===== config.mk =====
export PLATFORM = sky130hd
export DESIGN_NAME = adc_bram_sched
export DESIGN_NICKNAME = d
export VERILOG_FILES = /design/src/rtl/wac_pkg.sv /design/src/rtl/smp_fifo2.sv /design/src/rtl/adc_bram_sched.sv
export SDC_FILE = /design/constraint.sdc
export NUM_CORES = 1
export LEC_CHECK = 0
export CORE_ASPECT_RATIO = 0.6
export CORE_MARGIN = 3
export CORE_UTILIZATION = 40
export DETAILED_ROUTE_END_ITERATION = 8
export PLACE_DENSITY_LB_ADDON = 0.15
export SLEW_MARGIN = 10
export SYNTH_ARGS = -nofsm -noshare
export SYNTH_HDL_FRONTEND = slang
export SYNTH_SLANG_ARGS = --single-unit

===== constraint.sdc =====
create_clock -name clk -period 2.2 [get_ports clk]
set_input_delay 0.55 -clock clk [delete_from_list [all_inputs] [get_ports clk]]
set_output_delay 0.55 -clock clk [all_outputs]
set_load 0.005 [all_outputs]

===== src/rtl/wac_pkg.sv =====
// Shared definitions for the ADC-to-BRAM acquisition scheduler.
// Holds the FSM state encoding, the FIFO depth, the address/sample widths
// and a helper that splits a 12-bit sample into the two bytes stored in BRAM.
package wac_pkg;

  localparam int ADDR_W     = 12;
  localparam int SMP_W      = 12;
  localparam int BYTE_W     = 8;
  localparam int FIFO_DEPTH = 2;
  localparam int CNT_W      = 2;  // wide enough to hold 0..FIFO_DEPTH

  typedef enum logic [1:0] {
    ST_IDLE  = 2'd0,
    ST_RUN   = 2'd1,
    ST_FLUSH = 2'd2,
    ST_FIN   = 2'd3
  } state_e;

  // {high byte, low byte} as written to memory: high byte is zero-extended.
  function automatic logic [2*BYTE_W-1:0] smp_bytes(input logic [SMP_W-1:0] s);
    return {4'b0000, s[11:8], s[7:0]};
  endfunction

endpackage


===== src/rtl/smp_fifo2.sv =====
// Two-entry sample FIFO (shift-register organisation, entry 0 is the head).
// Ports:
//   clk, rst_n       : clock, asynchronous active-low reset
//   push_i, din_i    : write strobe and sample; caller never pushes into a
//                      full FIFO unless it pops in the same cycle
//   pop_i            : removes the head
//   dout_o           : head entry
//   dout_nxt_o       : entry behind the head (becomes head after a pop)
//   full_o, empty_o  : occupancy flags
module smp_fifo2
  import wac_pkg::*;
(
  input  logic             clk,
  input  logic             rst_n,
  input  logic             push_i,
  input  logic             pop_i,
  input  logic [SMP_W-1:0] din_i,
  output logic [SMP_W-1:0] dout_o,
  output logic [SMP_W-1:0] dout_nxt_o,
  output logic             full_o,
  output logic             empty_o
);

  logic [SMP_W-1:0] ent0_q;
  logic [SMP_W-1:0] ent1_q;
  logic [CNT_W-1:0] cnt_q;

  // Storage and occupancy update for push, pop and simultaneous push/pop.
  always_ff @(posedge clk or negedge rst_n) begin
    if (!rst_n) begin
      ent0_q <= 12'h000;
      ent1_q <= 12'h000;
      cnt_q  <= 2'd0;
    end else begin
      case ({push_i, pop_i})
        2'b10: begin
          if (cnt_q == 2'd0) begin
            ent0_q <= din_i;
            cnt_q  <= 2'd1;
          end else if (cnt_q == 2'd1) begin
            ent1_q <= din_i;
            cnt_q  <= 2'd2;
          end else begin
            cnt_q  <= cnt_q;
          end
        end
        2'b01: begin
          ent0_q <= ent1_q;
          cnt_q  <= (cnt_q == 2'd0) ? 2'd0 : cnt_q - 2'd1;
        end
        2'b11: begin
          // Occupancy is unchanged except when popping an empty FIFO.
          if (cnt_q == 2'd2) begin
            ent0_q <= ent1_q;
            ent1_q <= din_i;
          end else begin
            ent0_q <= din_i;
            cnt_q  <= 2'd1;
          end
        end
        default: begin
          cnt_q <= cnt_q;
        end
      endcase
    end
  end

  assign dout_o     = ent0_q;
  assign dout_nxt_o = ent1_q;
  assign full_o     = (cnt_q == FIFO_DEPTH[CNT_W-1:0]);
  assign empty_o    = (cnt_q == 2'd0);

endmodule


===== src/rtl/adc_bram_sched.sv =====
// ADC acquisition scheduler: buffers ADC samples in a 2-entry FIFO and writes
// each one to BRAM port B as two bytes (low at addr, high at addr+1), while
// sharing the same port with a command reader at lower priority.
// Ports:
//   clk, rst_n                 : clock, asynchronous active-low reset
//   start, nSamples, baseAddr  : acquisition request (operands latched at start)
//   readyAdc, dataAdc          : ADC sample strobe and data
//   rdReq, rdAddr              : reader request (level) and address
//   rdGnt, rdValid, rdData     : read issued / read data returned one cycle later
//   bramAddr, bramDin, bramWe  : BRAM port B command
//   bramDout                   : BRAM port B read data (1-cycle latency)
//   busy, done, overrun        : status
module adc_bram_sched
  import wac_pkg::*;
(
  input  logic              clk,
  input  logic              rst_n,
  input  logic              start,
  input  logic [ADDR_W-1:0] nSamples,
  input  logic [ADDR_W-1:0] baseAddr,
  input  logic              readyAdc,
  input  logic [SMP_W-1:0]  dataAdc,
  input  logic              rdReq,
  input  logic [ADDR_W-1:0] rdAddr,
  output logic              rdGnt,
  output logic              rdValid,
  output logic [BYTE_W-1:0] rdData,
  output logic [ADDR_W-1:0] bramAddr,
  output logic [BYTE_W-1:0] bramDin,
  output logic              bramWe,
  input  logic [BYTE_W-1:0] bramDout,
  output logic              busy,
  output logic              done,
  output logic              overrun
);

  state_e state_q, state_d;
  logic [ADDR_W-1:0] n_q, n_d;
  logic [ADDR_W-1:0] cnt_q, cnt_d;
  logic [ADDR_W-1:0] smp_addr_q, smp_addr_d;
  logic              overrun_q, overrun_d;
  logic              busy_q, busy_d;
  logic              done_q, done_d;
  logic              we_q, we_d;
  logic              hi_q, hi_d;
  logic [ADDR_W-1:0] addr_q, addr_d;
  logic [BYTE_W-1:0] din_q, din_d;
  logic              gnt_q, gnt_d;
  logic              vld_q;

  logic              push_s, pop_s, drop_s, run_s;
  logic              full_s, empty_s;
  logic [SMP_W-1:0]  head_s, head_nxt_s;
  logic              nxt_valid_s;
  logic [SMP_W-1:0]  nxt_smp_s;
  logic [2*BYTE_W-1:0] head_bytes_s, nxt_bytes_s;

  smp_fifo2 u_fifo (
    .clk        (clk),
    .rst_n      (rst_n),
    .push_i     (push_s),
    .pop_i      (pop_s),
    .din_i      (dataAdc),
    .dout_o     (head_s),
    .dout_nxt_o (head_nxt_s),
    .full_o     (full_s),
    .empty_o    (empty_s)
  );

  // Next-cycle port B command, FIFO control and FSM next state.
  // The port outputs are registered, so the command for the next cycle is
  // decided here from the FIFO state that will exist after this edge: a
  // sample pushed now is written as its low byte in the very next cycle.
  // The FIFO is non-empty exactly when a write byte is on the port, and the
  // head is popped at the end of the cycle that carries its high byte.
  always_comb begin
    state_d     = state_q;
    n_d         = n_q;
    cnt_d       = cnt_q;
    smp_addr_d  = smp_addr_q;
    overrun_d   = overrun_q;
    we_d        = 1'b0;
    hi_d        = 1'b0;
    addr_d      = 12'h000;
    din_d       = 8'h00;
    gnt_d       = 1'b0;
    nxt_valid_s = 1'b0;
    nxt_smp_s   = 12'h000;

    run_s  = (state_q == ST_RUN);
    pop_s  = we_q & hi_q;
    push_s = run_s & readyAdc & (~full_s | pop_s);
    drop_s = run_s & readyAdc & full_s & ~pop_s;

    // Sample whose low byte would be written next, if any.
    if (we_q && hi_q) begin
      if (full_s) begin
        nxt_valid_s = 1'b1;
        nxt_smp_s   = head_nxt_s;
      end else if (push_s) begin
        nxt_valid_s = 1'b1;
        nxt_smp_s   = dataAdc;
      end else begin
        nxt_valid_s = 1'b0;
      end
    end else if (!we_q && push_s) begin
      nxt_valid_s = 1'b1;
      nxt_smp_s   = dataAdc;
    end else begin
      nxt_valid_s = 1'b0;
    end

    head_bytes_s = smp_bytes(head_s);
    nxt_bytes_s  = smp_bytes(nxt_smp_s);

    // Fixed priority: pending write byte first, then the reader.
    if (we_q && !hi_q) begin
      we_d   = 1'b1;
      hi_d   = 1'b1;
      addr_d = addr_q + 12'h001;
      din_d  = head_bytes_s[15:8];
    end else if (nxt_valid_s) begin
      we_d       = 1'b1;
      addr_d     = smp_addr_q;
      din_d      = nxt_bytes_s[7:0];
      smp_addr_d = smp_addr_q + 12'h002;
    end else if (rdReq) begin
      addr_d = rdAddr;
      gnt_d  = 1'b1;
    end else begin
      addr_d = 12'h000;
    end

    if (drop_s) begin
      overrun_d = 1'b1;
    end else begin
      overrun_d = overrun_q;
    end

    case (state_q)
      ST_IDLE: begin
        if (start) begin
          n_d        = nSamples;
          smp_addr_d = baseAddr;
          cnt_d      = 12'h000;
          overrun_d  = 1'b0;
          state_d    = (nSamples == 12'h000) ? ST_FIN : ST_RUN;
        end else begin
          state_d = ST_IDLE;
        end
      end
      ST_RUN: begin
        if (push_s) begin
          cnt_d = cnt_q + 12'h001;
          if ((cnt_q + 12'h001) == n_q) begin
            state_d = ST_FLUSH;
          end else begin
            state_d = ST_RUN;
          end
        end else begin
          state_d = ST_RUN;
        end
      end
      ST_FLUSH: begin
        if (empty_s && !we_q) begin
          state_d = ST_FIN;
        end else begin
          state_d = ST_FLUSH;
        end
      end
      ST_FIN: begin
        state_d = ST_IDLE;
      end
      default: begin
        state_d = ST_IDLE;
      end
    endcase

    busy_d = (state_d != ST_IDLE);
    done_d = (state_d == ST_FIN);
  end

  // State, operand, status and port B command registers.
  always_ff @(posedge clk or negedge rst_n) begin
    if (!rst_n) begin
      state_q    <= ST_IDLE;
      n_q        <= 12'h000;
      cnt_q      <= 12'h000;
      smp_addr_q <= 12'h000;
      overrun_q  <= 1'b0;
      busy_q     <= 1'b0;
      done_q     <= 1'b0;
      we_q       <= 1'b0;
      hi_q       <= 1'b0;
      addr_q     <= 12'h000;
      din_q      <= 8'h00;
      gnt_q      <= 1'b0;
      vld_q      <= 1'b0;
    end else begin
      state_q    <= state_d;
      n_q        <= n_d;
      cnt_q      <= cnt_d;
      smp_addr_q <= smp_addr_d;
      overrun_q  <= overrun_d;
      busy_q     <= busy_d;
      done_q     <= done_d;
      we_q       <= we_d;
      hi_q       <= hi_d;
      addr_q     <= addr_d;
      din_q      <= din_d;
      gnt_q      <= gnt_d;
      vld_q      <= gnt_q;
    end
  end

  assign bramWe   = we_q;
  assign bramAddr = addr_q;
  assign bramDin  = din_q;
  assign rdGnt    = gnt_q;
  assign rdValid  = vld_q;
  // BRAM data only appears in the cycle after the grant, so it is forwarded
  // directly and qualified by the registered valid.
  assign rdData   = vld_q ? bramDout : 8'h00;
  assign busy     = busy_q;
  assign done     = done_q;
  assign overrun  = overrun_q;

endmodule


==> results of run 1 <==
critical path: stages:
cell	delay, ns
clkdlybuf4s50_1	0.44
and2_1	0.11
clkdlybuf4s50_1	0.50
metrics by stage:
stage / setup WS (ns) / utilization / instances / TNS (ns)
6_report: 0.0399 / 0.579 / 722 / 0
2_1_floorplan: 0.381 / - / 473 / 0
3_5_place_dp: -0.287 / 0.544 / 706 / -1.29
3_3_place_gp: -0.229 / 0.544 / 706 / -0.720
5_1_grt: 0.00787 / 0.579 / 722 / 0
4_1_cts: 0.0129 / 0.576 / 722 / 0
cell type report:
| cell class | count | area share |
|---|---|---|
| multi-input cells | 361 | 0.364 |
| flip-flops and latches | 83 | 0.351 |
| well taps | 135 | 0.0285 |
| clock buffers | 9 | 0.0380 |
| inverters | 4 | 0.00254 |
| repair buffers | 123 | 0.199 |
| clock inverters | 7 | 0.0167 |
layout by cell type (no fill, tap or decap), types with 15 or more instances in the layout:
cell | Yosys | final
clkdlybuf4s50_1 | 0 | 89
nand2_1 | 87 | 87
dfrtp_1 | 83 | 83
nor2_1 | 37 | 37
buf_4 | 3 | 29
o21ai_0 | 26 | 26
a21oi_1 | 22 | 21
xnor2_1 | 18 | 18
nand3_1 | 15 | 15
sequential cells by signal (all words and copies together), names as in the netlist:
name	count
u_fifo.dout_o	4
state_q	2
cnt_q	12
done	1
busy	1
n_q	12
u_fifo.dout_nxt_o	12
bramWe	1
overrun	1
bramDin	8
rdValid	1
u_fifo.cnt_q	2
rdGnt	1
bramAddr	12
smp_addr_q	12
hi_q	1
layer usage:
layer	GRT usage	routed length [microns]	up-vias
met4	0.0554	132	0
met3	0.0620	917	14
met2	0.283	4780	136
met1	0.285	5750	1849
met5	0	0	-
li1	-	-	1894
how the worst min path moves through the flow:
| stage | to | depth (start not counted) |
|---|---|---|
| finish | bramDin[4] | 1 |
| global route | bramDin[6] | 1 |
| CTS | bramDin[5] | 1 |
| detailed placement | rdValid | 0 |
| global placement | rdValid | 0 |
| floorplan | bramAddr[0] | 0 |
what timing repair did:
action                     in CTS  in global routing
hold buffers                    0                  0
setup endpoints to repair       0                  8
buffers inserted                0                  0
resized for setup               0                  7
power groups by stage:
| stage | Combinational [W] | Clock [W] | Sequential (W) |
|---|---|---|---|
| final | 0.00348 | 0.00165 | 0.00281 |
| after global routing | 0.00386 | 0.00175 | 0.00293 |
| after CTS | 0.00349 | 0.00168 | 0.00281 |
| after detailed placement | 0.00347 | 0 | 0.00283 |
| after global placement | 0.00340 | 0 | 0.00281 |
| after floorplan | 0.00218 | 0 | 0.00266 |
kinds of logic (layout without fill, tap and decap cells):
group                      count (synthesis)  after routing  synth area share
muxes                                     16             16            0.0407
DFF                                       83             83             0.476
AOI/OAI and AO/OA                         94             94             0.134
and+or+nand+nor                          215            215             0.240
buffers and inverters                     29            143            0.0336
adders and majority gates                  4              4            0.0115
xor gates and xnor gates                  32             32            0.0643
==> impl_metrics.tcl, run 1 <==
set metrics [dict create \
    cp_data_arrival_time_ns 1.61 \
    syn_area_sq_mm 0.00436 \
    skew_ns 0.00512 \
    syn_inst 473 \
    fillCellCount 918 \
    p_leak_nw 2.56 \
    start_util 0.426 \
    p_per_area_mw_per_mm2 1340 \
    power.switching_w 0.00298 \
    max_freq_mhz 463 \
    p_int_w 0.00497 \
    place_area_sq_mm 0.00557 \
    tritoncts "done" \
    cp-startpoint "bramDout[3]" \
    synth_top_area_share 0.476 \
    fp.dieW_microns 141 \
    yosys_most_used_dff "dfrtp_1" \
    core_area_sq_mm 0.0102 \
    ys_warn_count 0 \
    drt_iter0_drc 323 \
    grt_pass1_wl_microns 19000 \
    yosys.cell_count.top_type "nand2_1" \
    antennaDiodeCount 0 \
    worst_skew_pair.late_latency_ns 0.34 \
    drtPass1Iterations 5 \
    synth.distinct_cells 50 \
    worstHoldPathType "input port to asynchronous set/reset pin" \
    layout-drive-gt1-share 0.119 \
    layout.nets 647 \
    reg2regPathDepth 5 \
    power_w 0.00794 \
    register_area_sq_mm 0.00208 \
    wire_per_inst_microns 16.0 \
    slew_headroom 0.461 \
    worst_r2r_startpoint "cnt_q[4]" \
    antenna_found_initial 0 \
    synth_enable_flop_cells 0 \
    ys_seq_area_frac 0.476 \
    rows 28 \
    async_flop_share 1.00 \
    syn-num-nets 538 \
    regToRegSetupSlack_ns 0.18 \
    tightest_slew_ns 0.806 \
    hpwl_microns 8490 \
    routed-via-count 3893 \
    h-tree-depth 3 \
    startpoint_type "input port" \
    portBuffers 94 \
    power_frac_seq 0.354 \
    required_ns 1.65 \
    slew_violations 0 \
    crit_path_end "rdData[3]" \
    avgSynthCellArea_sq_um 9.22 \
    overflow 0 \
    design_area_sq_mm 0.00592 \
    max-vdd-ir-drop_mv 0.561 \
    finalCritPeriodShare 0.982 \
    postRouteAntennaNets 0 \
    setup_viol 0 \
    drc 0 \
    cts-buffers-inserted 9 \
    globalplace.congestion 0.898 \
    die_h_microns 86.9 \
    synthTopCellsByCount "87 x nand2_1, 83 x dfrtp_1, 37 x nor2_1" \
    run_status "finished, final reports clean" \
    rsz0062_at_grt "false" \
    r2r-end "state_q[1]" \
    grt_use_total 0.196 \
    hold_ws_ns 0.0985 \
    period_minus_slack_ns 2.16 \
    via_per_inst 5.39 \
    io_pins 95 \
    hold_viol_final 0 \
    cts.sinks 83 \
    cap_violations 0 \
    yosys-top-cells-area "dfrtp_1 48%, nand2_1 7.5%, mux2_2 3.6%" \
    clk_pin_slew_ns 0.06 \
    clk_path_buf_depth 2 \
    synth-seq-cells 83 \
    yosys.area.top_type "dfrtp_1" \
    swShare 0.375 \
    criticalPathCategory "input port to primary output" \
    pwr-share-comb 0.438 \
    grt_max_degree 43 \
    clockRootBuffer "clkbuf_16" \
    cp-end-kind "primary output" \
    wirelength_microns 11600 \
    cp_max_fo 1 \
    grt_pass1_vias 3787 \
    die-area_sq_mm 0.0122 \
    clock_power_share 0.207 \
    multi_input_comb_area_sq_mm 0.00216 \
    areaGrowthSynthToFinish_pct 35.7 \
]
(Power assumes the default switching activity.)
==> run 2: changes to the inputs <==
--- a/config.mk
+++ b/config.mk
@@ -5,9 +5,11 @@
 export SDC_FILE = /design/constraint.sdc
 export NUM_CORES = 1
 export LEC_CHECK = 0
+export CAP_MARGIN = 25
 export CORE_ASPECT_RATIO = 0.6
 export CORE_MARGIN = 3
 export CORE_UTILIZATION = 40
+export CTS_BUF_LIST = sky130_fd_sc_hd__clkbuf_8
 export DETAILED_ROUTE_END_ITERATION = 8
 export PLACE_DENSITY_LB_ADDON = 0.15
 export SLEW_MARGIN = 10
==> impl_metrics.tcl, run 2 (synthesized netlist as in run 1, its figures left out) <==
set metrics [dict create \
    reg2regPathDepth 5 \
    cts.hold.buffers_added 0 \
    cap_violations 0 \
    power_frac_seq 0.373 \
    clockRootBuffer "clkbuf_8" \
    hold_viol_final 0 \
    wirelength_microns 11400 \
    areaGrowthSynthToFinish_pct 33.3 \
    ctsResizeCount 0 \
    worst_skew_pair.late_latency_ns 0.36 \
    run_status "finished, final reports clean" \
    required_ns 1.65 \
    cts_setup_buffers 0 \
    cts.sinks 83 \
    fillCellCount 935 \
    r2r-end "state_q[1]" \
    worst_r2r_startpoint "cnt_q[4]" \
    criticalPathCategory "input port to primary output" \
    slew_headroom 0.474 \
    grt_use_total 0.195 \
    skew_ns 0.00736 \
    place_area_sq_mm 0.00557 \
    hpwl_microns 8490 \
    drt_iter0_drc 266 \
    cp_data_arrival_time_ns 1.61 \
    clk_path_buf_depth 2 \
    design_area_sq_mm 0.00581 \
    fin_setup_tns_ns 0 \
    die_h_microns 86.9 \
    fp.dieW_microns 141 \
    antennaDiodeCount 0 \
    layout.nets 647 \
    portBuffers 94 \
    routed-via-count 3900 \
    power.switching_w 0.00291 \
    grt_max_degree 43 \
    tightest_slew_ns 0.786 \
    h-tree-depth 3 \
    startpoint_type "input port" \
    drtPass1Iterations 5 \
    tritoncts "done" \
    post-place-ws_ns -0.287 \
    power_w 0.00752 \
    setup_viol 0 \
    hold_ws_ns 0.0692 \
    rows 28 \
    layout_common_cells "89 x clkdlybuf4s50_1, 87 x nand2_1, 83 x dfrtp_1" \
    postRouteAntennaNets 0 \
    start_util 0.426 \
    max_freq_mhz 463 \
    layout-drive-gt1-share 0.118 \
    cp-end-kind "primary output" \
    wire_per_inst_microns 15.8 \
    via_per_inst 5.40 \
    io_pins 95 \
    clk_pin_slew_ns 0.09 \
    p_int_w 0.00461 \
    regToRegSetupSlack_ns 0.17 \
    slew_violations 0 \
    finalCritPeriodShare 0.982 \
    register_area_sq_mm 0.00208 \
    worstHoldPathType "input port to asynchronous set/reset pin" \
    setup_ws_ns 0.0399 \
    antenna_found_initial 0 \
    max-vdd-ir-drop_mv 0.544 \
    p_per_area_mw_per_mm2 1290 \
    pwr-share-comb 0.462 \
    rsz0062_at_grt "false" \
    core_area_sq_mm 0.0102 \
    multi_input_comb_area_sq_mm 0.00215 \
    grt_pass1_vias 3770 \
    swShare 0.387 \
    period_minus_slack_ns 2.16 \
    p_leak_nw 2.52 \
    overflow 0 \
    cts-buffers-inserted 9 \
    clock_power_share 0.164 \
    globalplace.congestion 0.898 \
    drc 0 \
    final_common_cell "clkdlybuf4s50_1" \
    cp_max_fo 1 \
    die-area_sq_mm 0.0122 \
    grt_pass1_wl_microns 18900 \
]
## run 2: cell counts in the layout (fill, tap and decap cells not counted)
No cell type changed its count.
## run 2: worst max-delay path by stage
stage	from	slack [ns]	to	cells past startpoint
floorplan	cnt_q[0]	0.38	state_q[0]	7
global placement	nSamples[4]	-0.23	done	7
detailed placement	nSamples[7]	-0.29	done	7
CTS	bramDout[7]	0.01	rdData[7]	3
global route	cnt_q[4]	0.006	state_q[1]	5
finish	bramDout[3]	0.04	rdData[3]	3
## run 2: area by class of cell
class / count / share of cell area
clock buffer: 9 / 0.0213
clock inverter: 7 / 0.0170
inverter: 4 / 0.00258
multi-input combinational: 361 / 0.370
sequential: 83 / 0.357
tap: 135 / 0.0291
timing repair buffer: 123 / 0.203
## run 2: power by group through the flow
stage	registers, W	clock network, W	logic [W]
floorplan	0.00266	0	0.00218
global placement	0.00281	0	0.00340
detailed placement	0.00283	0	0.00347
CTS	0.00280	0.00129	0.00348
global route	0.00292	0.00135	0.00386
finish	0.00281	0.00124	0.00348
## run 2: critical path, cell delays in order
cell             delay (ns)
clkdlybuf4s50_1        0.44
and2_1                 0.11
clkdlybuf4s50_1        0.50
## run 2: stage by stage
| step | util | std cells |
|---|---|---|
| final | 0.568 | 722 |
| after global routing | 0.568 | 722 |
| after CTS | 0.566 | 722 |
| after detailed placement | 0.544 | 706 |
| after global placement | 0.544 | 706 |
| after floorplan | - | 473 |
## run 2: routing by layer
layer	track usage	part of all wire	wire, microns
met5	0	0	0
met1	0.285	0.51	5790
met2	0.280	0.41	4680
met3	0.0565	0.069	792
met4	0.0624	0.014	160
